## src/rtl/game_pkg.sv

```systemverilog
// Shared types and constants for the binary number game.
// Widths, LFSR taps and the round controller state set.
package game_pkg;

  localparam int TARGET_W = 8;
  localparam int TIME_W   = 5;
  localparam int CNT_W    = 4;

  // Feedback taps 8,6,5,4 of a left-shifting Fibonacci LFSR.
  localparam logic [7:0] LFSR_TAPS = 8'hB8;

  typedef enum logic [2:0] {
    IDLE,
    LOAD,
    ARM,
    RUN,
    RESULT,
    DONE
  } state_t;

endpackage

```

## src/rtl/round_controller_if.sv

```systemverilog
// Game-side bundle: buttons, switches, timer link and display.
// master = round controller, slave = surrounding top level.
interface round_controller_if;
  import game_pkg::*;

  logic                start;
  logic                submit;
  logic [TARGET_W-1:0] answer;
  logic                timer_set_f;
  logic [TIME_W-1:0]   timer_set_v;
  logic [TIME_W-1:0]   timer_timeleft;
  logic                timer_end_f;
  logic [TARGET_W-1:0] target;
  logic [7:0]          score;
  logic [CNT_W-1:0]    round;
  logic [CNT_W-1:0]    misses;
  logic                hit_p;
  logic                miss_p;
  logic                busy;
  logic                game_over;

  modport master (
    input  start, submit, answer,
    input  timer_timeleft, timer_end_f,
    output timer_set_f, timer_set_v,
    output target, score, round, misses,
    output hit_p, miss_p, busy, game_over
  );

  modport slave (
    output start, submit, answer,
    output timer_timeleft, timer_end_f,
    input  timer_set_f, timer_set_v,
    input  target, score, round, misses,
    input  hit_p, miss_p, busy, game_over
  );

endinterface

```

## src/rtl/lfsr8.sv

```systemverilog
// Free-running 8-bit Fibonacci LFSR used as target source.
// A nonzero seed keeps it on the 255-state cycle.
module lfsr8
  import game_pkg::*;
#(
  parameter logic [7:0] SEED = 8'hA5
) (
  input  logic       clk,
  input  logic       rst_n,
  output logic [7:0] q
);

  // Shift left, feeding back the parity of the tapped bits.
  always_ff @(posedge clk or negedge rst_n) begin
    if (!rst_n) q <= SEED;
    else        q <= {q[6:0], ^(q & LFSR_TAPS)};
  end

endmodule

```

## src/rtl/round_controller.sv

```systemverilog
// Sequences one game: draw target, load timer, judge submit.
// Scores hits by remaining time, ends on round or miss limit.
module round_controller
  import game_pkg::*;
#(
  parameter int         ROUNDS      = 8,
  parameter int         MAX_MISS    = 3,
  parameter int         START_TIME  = 20,
  parameter int         TIME_STEP   = 2,
  parameter int         MIN_TIME    = 5,
  parameter int         RESULT_HOLD = 4,
  parameter logic [7:0] LFSR_SEED   = 8'hA5
) (
  input logic              clk,
  input logic              rst_n,
  round_controller_if.master bus
);

  localparam int HOLD_W =
    (RESULT_HOLD > 1) ? $clog2(RESULT_HOLD) : 1;
  localparam logic [HOLD_W-1:0] HOLD_LAST =
    HOLD_W'(RESULT_HOLD - 1);
  localparam logic [CNT_W-1:0] ROUNDS_C = CNT_W'(ROUNDS);
  localparam logic [CNT_W-1:0] MISS_C   = CNT_W'(MAX_MISS);

  state_t              state;
  logic [HOLD_W-1:0]   hold_cnt;
  logic [7:0]          lfsr_q;

  logic [CNT_W-1:0]    ld_round;
  logic [8:0]          dec;
  logic [8:0]          rem;
  logic [TIME_W-1:0]   budget;
  logic [9:0]          sum;
  logic [7:0]          sat;
  logic                is_hit;
  logic                last;

  lfsr8 #(.SEED(LFSR_SEED)) u_lfsr (
    .clk   (clk),
    .rst_n (rst_n),
    .q     (lfsr_q)
  );

  // Time budget for the next load, hit score, end-of-game test.
  always_comb begin
    ld_round = bus.round;
    if (state == IDLE || state == DONE) ld_round = '0;
    dec = 9'(ld_round) * 9'(TIME_STEP);
    rem = '0;
    if (9'(START_TIME) > dec) rem = 9'(START_TIME) - dec;
    budget = TIME_W'((rem < 9'(MIN_TIME)) ? 9'(MIN_TIME) : rem);
    sum = 10'(bus.score) + 10'(bus.timer_timeleft) + 10'd1;
    sat = (sum > 10'd255) ? 8'hFF : sum[7:0];
    is_hit = (bus.answer == bus.target);
    last = (bus.round == ROUNDS_C) || (bus.misses == MISS_C);
  end

  // Game FSM with all outputs registered.
  always_ff @(posedge clk or negedge rst_n) begin
    if (!rst_n) begin
      state           <= IDLE;
      hold_cnt        <= '0;
      bus.timer_set_f <= 1'b0;
      bus.timer_set_v <= '0;
      bus.target      <= '0;
      bus.score       <= '0;
      bus.round       <= '0;
      bus.misses      <= '0;
      bus.hit_p       <= 1'b0;
      bus.miss_p      <= 1'b0;
      bus.busy        <= 1'b0;
      bus.game_over   <= 1'b0;
    end else begin
      bus.timer_set_f <= 1'b0;
      bus.hit_p       <= 1'b0;
      bus.miss_p      <= 1'b0;
      unique case (state)
        IDLE, DONE: begin
          if (bus.start) begin
            bus.score       <= '0;
            bus.round       <= '0;
            bus.misses      <= '0;
            bus.game_over   <= 1'b0;
            bus.busy        <= 1'b1;
            bus.timer_set_f <= 1'b1;
            bus.timer_set_v <= budget;
            state           <= LOAD;
          end
        end
        LOAD: begin
          bus.target <= lfsr_q;
          state      <= ARM;
        end
        ARM: begin
          state <= RUN;
        end
        RUN: begin
          unique case (1'b1)
            bus.submit && is_hit: begin
              bus.score <= sat;
              bus.hit_p <= 1'b1;
              bus.round <= bus.round + 1'b1;
              state     <= RESULT;
            end
            bus.submit && !is_hit: begin
              bus.misses <= bus.misses + 1'b1;
              bus.miss_p <= 1'b1;
              bus.round  <= bus.round + 1'b1;
              state      <= RESULT;
            end
            !bus.submit && bus.timer_end_f: begin
              bus.misses <= bus.misses + 1'b1;
              bus.miss_p <= 1'b1;
              bus.round  <= bus.round + 1'b1;
              state      <= RESULT;
            end
            default: ;
          endcase
        end
        RESULT: begin
          if (hold_cnt == HOLD_LAST) begin
            hold_cnt <= '0;
            if (last) begin
              bus.busy      <= 1'b0;
              bus.game_over <= 1'b1;
              state         <= DONE;
            end else begin
              bus.timer_set_f <= 1'b1;
              bus.timer_set_v <= budget;
              state           <= LOAD;
            end
          end else begin
            hold_cnt <= hold_cnt + 1'b1;
          end
        end
        default: state <= IDLE;
      endcase
    end
  end

endmodule

```

## src/flat_wrapper.sv

```systemverilog
// flat-port wrapper written by rule: the top's interface ports become plain ports
module round_controller_flat import game_pkg::*;
#(
  parameter int         ROUNDS      = 8,
  parameter int         MAX_MISS    = 3,
  parameter int         START_TIME  = 20,
  parameter int         TIME_STEP   = 2,
  parameter int         MIN_TIME    = 5,
  parameter int         RESULT_HOLD = 4,
  parameter logic [7:0] LFSR_SEED   = 8'hA5
)
  (clk, rst_n, bus_start, bus_submit, bus_answer, bus_timer_timeleft, bus_timer_end_f, bus_timer_set_f, bus_timer_set_v, bus_target, bus_score, bus_round, bus_misses, bus_hit_p, bus_miss_p, bus_busy, bus_game_over);
  round_controller_if bus_i ();
  input logic clk;
  input logic rst_n;
  input wire logic [$bits(bus_i.start)-1:0] bus_start;
  input wire logic [$bits(bus_i.submit)-1:0] bus_submit;
  input wire logic [$bits(bus_i.answer)-1:0] bus_answer;
  input wire logic [$bits(bus_i.timer_timeleft)-1:0] bus_timer_timeleft;
  input wire logic [$bits(bus_i.timer_end_f)-1:0] bus_timer_end_f;
  output wire logic [$bits(bus_i.timer_set_f)-1:0] bus_timer_set_f;
  output wire logic [$bits(bus_i.timer_set_v)-1:0] bus_timer_set_v;
  output wire logic [$bits(bus_i.target)-1:0] bus_target;
  output wire logic [$bits(bus_i.score)-1:0] bus_score;
  output wire logic [$bits(bus_i.round)-1:0] bus_round;
  output wire logic [$bits(bus_i.misses)-1:0] bus_misses;
  output wire logic [$bits(bus_i.hit_p)-1:0] bus_hit_p;
  output wire logic [$bits(bus_i.miss_p)-1:0] bus_miss_p;
  output wire logic [$bits(bus_i.busy)-1:0] bus_busy;
  output wire logic [$bits(bus_i.game_over)-1:0] bus_game_over;
  assign bus_i.start = bus_start;
  assign bus_i.submit = bus_submit;
  assign bus_i.answer = bus_answer;
  assign bus_i.timer_timeleft = bus_timer_timeleft;
  assign bus_i.timer_end_f = bus_timer_end_f;
  assign bus_timer_set_f = bus_i.timer_set_f;
  assign bus_timer_set_v = bus_i.timer_set_v;
  assign bus_target = bus_i.target;
  assign bus_score = bus_i.score;
  assign bus_round = bus_i.round;
  assign bus_misses = bus_i.misses;
  assign bus_hit_p = bus_i.hit_p;
  assign bus_miss_p = bus_i.miss_p;
  assign bus_busy = bus_i.busy;
  assign bus_game_over = bus_i.game_over;
  round_controller #(.ROUNDS(ROUNDS), .MAX_MISS(MAX_MISS), .START_TIME(START_TIME), .TIME_STEP(TIME_STEP), .MIN_TIME(MIN_TIME), .RESULT_HOLD(RESULT_HOLD), .LFSR_SEED(LFSR_SEED)) u_core (.clk(clk), .rst_n(rst_n), .bus(bus_i));
endmodule
```

## config.mk

```make
export PLATFORM = sky130hd
export DESIGN_NAME = round_controller_flat
export DESIGN_NICKNAME = d
export VERILOG_FILES = /design/src/rtl/game_pkg.sv /design/src/rtl/round_controller_if.sv /design/src/rtl/lfsr8.sv /design/src/rtl/round_controller.sv /design/src/flat_wrapper.sv
export SDC_FILE = /design/constraint.sdc
export NUM_CORES = 1
export LEC_CHECK = 0
export CAP_MARGIN = 20
export CORE_MARGIN = 2
export CORE_UTILIZATION = 25
export CTS_BUF_LIST = sky130_fd_sc_hd__clkbuf_8
export DETAILED_ROUTE_END_ITERATION = 10
export PLACE_DENSITY = 0.56
export SLEW_MARGIN = 20
export SYNTH_ARGS = -nofsm -noshare
export SYNTH_HDL_FRONTEND = slang
export SYNTH_SLANG_ARGS = --single-unit
```

## constraint.sdc

```tcl
create_clock -name clk -period 2.7 [get_ports clk]
set_clock_uncertainty 0.2 [all_clocks]
set_input_delay 0.27 -clock clk [delete_from_list [all_inputs] [get_ports clk]]
set_output_delay 0.27 -clock clk [all_outputs]
set_load 0.005 [all_outputs]
```

==> results of run 1 <==
## power by group
group / leakage [nW] / total [mW] / internal, mW / switching [mW]
logic: 0.876 / 0.911 / 0.473 / 0.437
clock network: 0.0495 / 0.464 / 0.193 / 0.272
registers: 0.611 / 0.955 / 0.835 / 0.120
total: 1.54 / 2.33 / 1.50 / 0.829
## worst max-delay path, cell delays in order
cell and delay [ns]:
clkdlybuf4s50_1 0.47, ha_2 0.18, inv_2 0.04, fa_2 0.46
inv_2 0.09, ha_4 0.13, nand2_2 0.05, nor3_2 0.20
nand4b_1 0.17, o32a_4 0.45, a21oi_2 0.15, a31o_1 0.10
## per-stage QoR
stage / worst slack (ns) / std cells / area [sq um]
floorplan: 0.00925 / 250 / 2530
global placement: -0.331 / 448 / 3330
detailed placement: -0.373 / 448 / 3330
CTS: 0.0192 / 458 / 3450
global route: -0.0964 / 460 / 3530
finish: -0.0107 / 460 / 3530
## cell families after synthesis
logic type                 Yosys count  synth area share, %
and+or+nand+nor                     74                 14.4
AOI/OAI and AO/OA                   56                 14.3
DFF                                 47                 46.6
xor gates and xnor gates            23                 7.95
buffers and inverters               23                 3.80
adders and majority gates           14                 7.21
muxes                               13                 5.78
## synthesized netlist by cell type, types with 2 or more instances
master    instances
nor2b_1           4
a31oi_1           4
nand3_1           6
nand2b_1          5
nor3_1            6
o31ai_1           2
nor2_1           22
buf_2             2
a21oi_1          18
a31o_1            5
mux2_2           13
dfstp_2           4
xor2_1           13
o21a_1            2
a211oi_1          2
dfrtp_1          43
ha_1             13
o21ai_0          14
and3_1            3
clkbuf_1          6
xnor2_1          10
nand4_1           4
and2_1            4
inv_1            14
nand2_1          15
## layer usage
metal	vias up	share of wire, %	track usage (%)
met5	-	0	0
li1	1018	-	-
met4	0	1.2	2.76
met3	7	4.3	2.99
met1	970	49	14.3
met2	38	46	17.6
## what timing repair did
item,4_1_cts,5_1_grt
gates resized for setup,1,17
setup endpoints to repair,8,8
endpoints found under the hold margin,18,0
pin swaps,3,9
buffers inserted,1,2
hold buffers,1,0
## state kept, by name, indices dropped and copies added, names as in the netlist, 2 cells and up
name                    cells
u_core.state                3
u_core.u_lfsr.q             8
u_core.bus.timer_set_v      5
u_core.bus.misses           4
u_core.bus.target           8
u_core.bus.score            8
u_core.hold_cnt             2
u_core.bus.round            4
## worst max path at each step
stage | slack, ns | cells after the start | from | to
final | -0.01 | 12 | bus_timer_timeleft[0] | u_core.bus.score[0]
after CTS | 0.02 | 11 | bus_timer_timeleft[0] | u_core.bus.score[0]
after global routing | -0.1 | 11 | u_core.bus.score[0] | u_core.bus.score[0]
after floorplan | 0.009 | 11 | u_core.bus.score[0] | u_core.bus.score[0]
after detailed placement | -0.37 | 12 | bus_timer_timeleft[0] | u_core.bus.score[0]
after global placement | -0.33 | 12 | bus_timer_timeleft[0] | u_core.bus.score[0]
## final cells by class
type / count / area (sq um)
Inverter: 14 / 52.6
Fill cell: 1040 / 6290
Tap cell: 133 / 166
Timing Repair Buffer: 78 / 711
Multi-Input combinational cell: 180 / 1330
Clock inverter: 3 / 26.3
Clock buffer: 5 / 68.8
Sequential cell: 47 / 1180
==> summary.md, run 1 <==
| Metric | Value |
|---|---|
| Post-synth EDFFs | `0` |
| Sum Neg Setup Slack | `-0.0195 ns` |
| Std-Cell Rows | `36` |
| Yosys warns | `0` |
| Avg Cell Area, Syn | `10.1 sq um` |
| Ranking of synthesized cells by area | `dfrtp_1, ha_1, mux2_2, xor2_1, dfstp_2` |
| WP data arrival | `2.76 ns` |
| Max Buffers Root-to-Sink | `2` |
| FMAX | `about 370 MHz` |
| Minimum clock period | `2.71 ns` |
| First-pass GRT wire length | `9.83 mm` |
| Initial antenna violation count | `0` |
| H-tree levels | `2` |
| Hold Path Depth | `0` |
| Drt pass-1 iters | `4` |
| Crit start category | `input port` |
| Final ANT Viol Nets | `0` |
| Clk slew on worst S/H paths | `around 0.1 ns` |
| Clock Sinks | `47` |
| Final-report setup violation count | `4` |
| Inserted Clock Buffers | `5` |
| Worst vdd ir | `264 uV` |
| Async SR Flop Fraction | `between 90% and 100%` |
| Syn Nets | `282` |
| Worst Slack Setup Final | `-0.0107 ns` |
| Area leader, netlist | `dfrtp_1` |
| Final Max Slew Viols | `0` |
| Leakage power | `~1.5 nW` |
| Synth Cell Area | `2530 sq um` |
| Tcrit/Tclk final | `100%` |
| Initial detailed-routing violation count | `61` |
| Critical R2R Launch | `u_core.bus.score[0]` |
| Worst slew pin tran | `0.442 ns` |
| Final Hold Viols | `0` |
| # port buffers | `slightly above 50` |
| Max-cap viol count | `0` |
| Worst hold path startpoint | `u_core.u_lfsr.q[6]` |
| Drt drc | `0` |
| Synth Register Bits | `47` |
| Yosys cell types | `between 40 and 50` |
| Run status | `complete, but fails checks` |
| WL per Instance | `about 12 microns` |
| Ys flop type | `dfrtp_1` |
| Worst-Skew Late Latency | `0.31 ns` |
| Inserted Diodes | `0` |
| Cells after synthesis | `250` |
| Worst R2R End | `u_core.bus.score[0]` |
| Top Ports | `52` |
| Hold EP | `u_core.u_lfsr.q[7]` |
| Vias/cell | `4.42` |
| Die Wd | `105 microns` |
| Critical path class | `input port to flop` |
| CP endpoint kind | `flop` |
| Final core utilization | `36.0%` |
| RSZ-0062 raised after global routing | `yes` |
| Share of the synthesized area in the top cell type | `42.5%` |
| Worst-path maximum fanout | `8` |
| Register area share after synthesis | `between 40% and 50%` |
| Vias in the first global route | `2,100` |
| Die H | `around 100 microns` |
| Routed WL | `about 5.7 mm` |
| FF-to-FF setup slack | `about 0.01 ns` |
| Largest net degree at the start of global routing | `29` |
| Hold crit path type | `flop to flop` |
| Die area | `11,000 sq um` |
| Hold WS | `0.187 ns` |
| Failing checks | `negative setup slack` |
| CTS tree | `built` |
| Core footprint | `9820 sq um` |
| R2R depth | `11` |
| Clk root buf | `clkbuf_8` |
| GR Util All Layers | `10.8%` |
| Layout cells sized above 1 | `21.4%` |
| Post-DP HPWL | `approximately 4.3 mm` |
| WP data required | `2.75 ns` |
| Cell Pwr Density | `between 600 and 700 nW/um^2` |
| Most frequent cells in the layout | `clkdlybuf4s50_1, dfrtp_1, buf_4, nor2_1, nand2_1` |
| Commonest non-fill, non-tap cell in the layout | `clkdlybuf4s50_1` |
| Congestion Overflow GR | `0` |
| Gpl congestion | `0.773` |
| P&R area growth vs syn | `39.5%` |
| Tot Pwr | `about 2.3 mW` |
| Slew Limit Headroom | `between 70% and 80%` |
| Vias | `2,033` |
| Initial core utilization | `25.8%` |
| Nets | `358` |
Note: power is estimated with default switching activity, not from simulation.
==> inputs of run 2 (changes only) <==
--- a/config.mk
+++ b/config.mk
@@ -11,6 +11,7 @@
 export CTS_BUF_LIST = sky130_fd_sc_hd__clkbuf_8
 export DETAILED_ROUTE_END_ITERATION = 10
 export PLACE_DENSITY = 0.56
+export SETUP_SLACK_MARGIN = 0.02
 export SLEW_MARGIN = 20
 export SYNTH_ARGS = -nofsm -noshare
 export SYNTH_HDL_FRONTEND = slang
==> summary.md, run 2 (same netlist as run 1, synthesis figures left out) <==
| Metric | Value |
|---|---|
| Run status | `finished, final reports clean` |
| Clock Sinks | `47 (unchanged)` |
| # placed instances | `446 (-0.45%)` |
| Critical path class | `input port to flop` |
| Final ANT Viol Nets | `0 (unchanged)` |
| WP buf/inv | `6 (+3)` |
| WP data required | `2.69 ns (-0.06 ns)` |
| WL per Instance | `12.5 microns (+0.45%)` |
| Cell Pwr Density | `649 nW/um^2 (-1.6%)` |
| Fin cells | `464 (+0.87%)` |
| Max-cap viol count | `0 (unchanged)` |
| Vias | `2,059 (+1.3%)` |
| Worst-Skew Late Latency | `0.31 ns (about the same)` |
| CTS tree | `built` |
| WP data arrival | `2.63 ns (-0.13 ns)` |
| Core footprint | `9820 sq um (unchanged)` |
| Die H | `105 microns (unchanged)` |
| Layout cells sized above 1 | `22.4% (+0.95 points)` |
| Initial core utilization | `25.8% (unchanged)` |
| Worst-path maximum fanout | `2 (-6)` |
| Congestion Overflow GR | `0 (unchanged)` |
| Initial detailed-routing violation count | `29 (-52%)` |
| Worst vdd ir | `274 uV (+3.8%)` |
| Vias in the first global route | `2,054 (-2.2%)` |
| Tot Pwr | `2.32 mW (-0.25%)` |
| Final Max Slew Viols | `0 (unchanged)` |
| Worst slew pin tran | `0.465 ns (+0.0231 ns)` |
| Routed WL | `5.82 mm (+1.3%)` |
| Clk slew on worst S/H paths | `0.10 ns (about the same)` |
| Crit start category | `input port` |
| Vias/cell | `4.44 (+0.41%)` |
| Drt drc | `0 (unchanged)` |
| Final-report setup violation count | `0 (-4)` |
| Top Ports | `52 (unchanged)` |
| CP endpoint kind | `flop` |
| Initial antenna violation count | `0 (unchanged)` |
| Tcrit/Tclk final | `97.8% (-2.6 points)` |
| Max Buffers Root-to-Sink | `2 (unchanged)` |
| Final Hold Viols | `0 (unchanged)` |
| # port buffers | `51 (unchanged)` |
| Commonest non-fill, non-tap cell in the layout | `clkdlybuf4s50_1` |
| RSZ-0062 raised after global routing | `yes` |
| Std-Cell Rows | `36 (unchanged)` |
| First-pass GRT wire length | `9.87 mm (+0.49%)` |
| Top Family by Delay on Critical Path | `buffers and inverters` |
| Cell mode on critical path | `buf_4` |
| GR Util All Layers | `11.0% (+0.15 points)` |
| Cells along the critical path | `clkdlybuf4s50_1 -> ha_2 -> inv_2 -> fa_2 -> inv_2 -> ha_4 -> nand2_4 -> nor3_4 -> buf_4 -> buf_4 -> buf_4 -> xnor2_1 -> a21oi_2 -> a31o_1` |
| FMAX | `379 MHz (+2.6%)` |
| Drt pass-1 iters | `4 (unchanged)` |
| Max stage delay on crit path | `0.52 ns (+0.05 ns)` |
| Slew Limit Headroom | `68.8% (-1.7 points)` |
| P&R area growth vs syn | `41.4%` |
| Largest net degree at the start of global routing | `32 (+10%)` |
| Die area | `11,000 sq um (unchanged)` |
| Clk root buf | `clkbuf_8` |
| Biggest regs | `u_core.bus.score: 8 flops, u_core.bus.target: 8 flops, u_core.u_lfsr.q: 8 flops` |
| Gpl congestion | `0.750 (-3.1%)` |
| H-tree levels | `2 (unchanged)` |
| Post-DP HPWL | `4.30 mm (+0.65%)` |
| Minimum clock period | `2.64 ns (-0.0694 ns)` |
| Most frequent cells in the layout | `clkdlybuf4s50_1, dfrtp_1, buf_4, nor2_1, nand2_1` |
| Hold crit path type | `flop to flop` |
| Crit path max-delay cell type | `fa_2` |
| Sum Neg Setup Slack | `0 ns (+0.0195 ns)` |
| Inserted Diodes | `0 (unchanged)` |
| Inserted Clock Buffers | `5 (unchanged)` |
| Die Wd | `105 microns (unchanged)` |
| Leakage power | `1.56 nW (+1.7%)` |
| FF-to-FF setup slack | `0.06 ns (+0.05 ns)` |
| Nets | `362 (+1.1%)` |
==> run 2: changes by cell type in the layout (fill, tap and decap cells not counted), sizes merged <==
cell,before,now
buf,27,31
==> run 2: layout make-up <==
type                    count  area [sq um]
clock buffers               5          68.8
well taps                 133           166
fillers                  1019          6240
multi-input cells         180          1350
inverters                  14          52.6
flip-flops and latches     47          1180
clock inverters             3          26.3
repair buffers             82           741
==> run 2: timing repair <==
| action | CTS | global route |
|---|---|---|
| hold buffers | 1 | 0 |
| setup endpoints to repair | 6 | 8 |
| resized for setup | 8 | 14 |
| hold endpoints to repair | 16 | 0 |
| pin swaps | 9 | 13 |
| buffers inserted | 8 | 2 |
==> run 2: per-stage QoR <==
stage	hold WS [ns]	cell area, sq um	utilization (%)	setup slack [ns]
CTS	0.191	3510	35.8	0.0250
global placement	0.0178	3320	33.8	-0.291
finish	0.185	3580	36.5	0.0587
global route	0.201	3580	36.5	-0.106
detailed placement	0.0220	3320	33.8	-0.342
floorplan	-0.226	2530	-	0.0690
==> run 2: report_power, final <==
part	leakage, nW	switching [mW]	internal, mW
registers	0.611	0.117	0.835
clock network	0.0495	0.264	0.193
logic	0.901	0.439	0.475
==> run 2: layer usage <==
layer | global-route usage [%] | vias up | share of wire (%)
li1 | - | 1030 | -
met1 | 14.7 | 981 | 48
met2 | 17.6 | 40 | 47
met3 | 2.74 | 8 | 3.7
met4 | 3.14 | 0 | 1.5
met5 | 0 | - | 0
==> run 2: final timing paths <==
check | from | endpoint | cells after the start
max reg2reg | u_core.bus.score[0] | u_core.bus.score[0] | 11
max in group asynchronous | rst_n | u_core.u_lfsr.q[7] | 3
min in group asynchronous | rst_n | u_core.bus.target[7] | 2
min reg2reg | u_core.u_lfsr.q[1] | u_core.u_lfsr.q[2] | 0
min | u_core.u_lfsr.q[1] | u_core.u_lfsr.q[2] | 0
max | bus_timer_timeleft[0] | u_core.bus.score[4] | 14
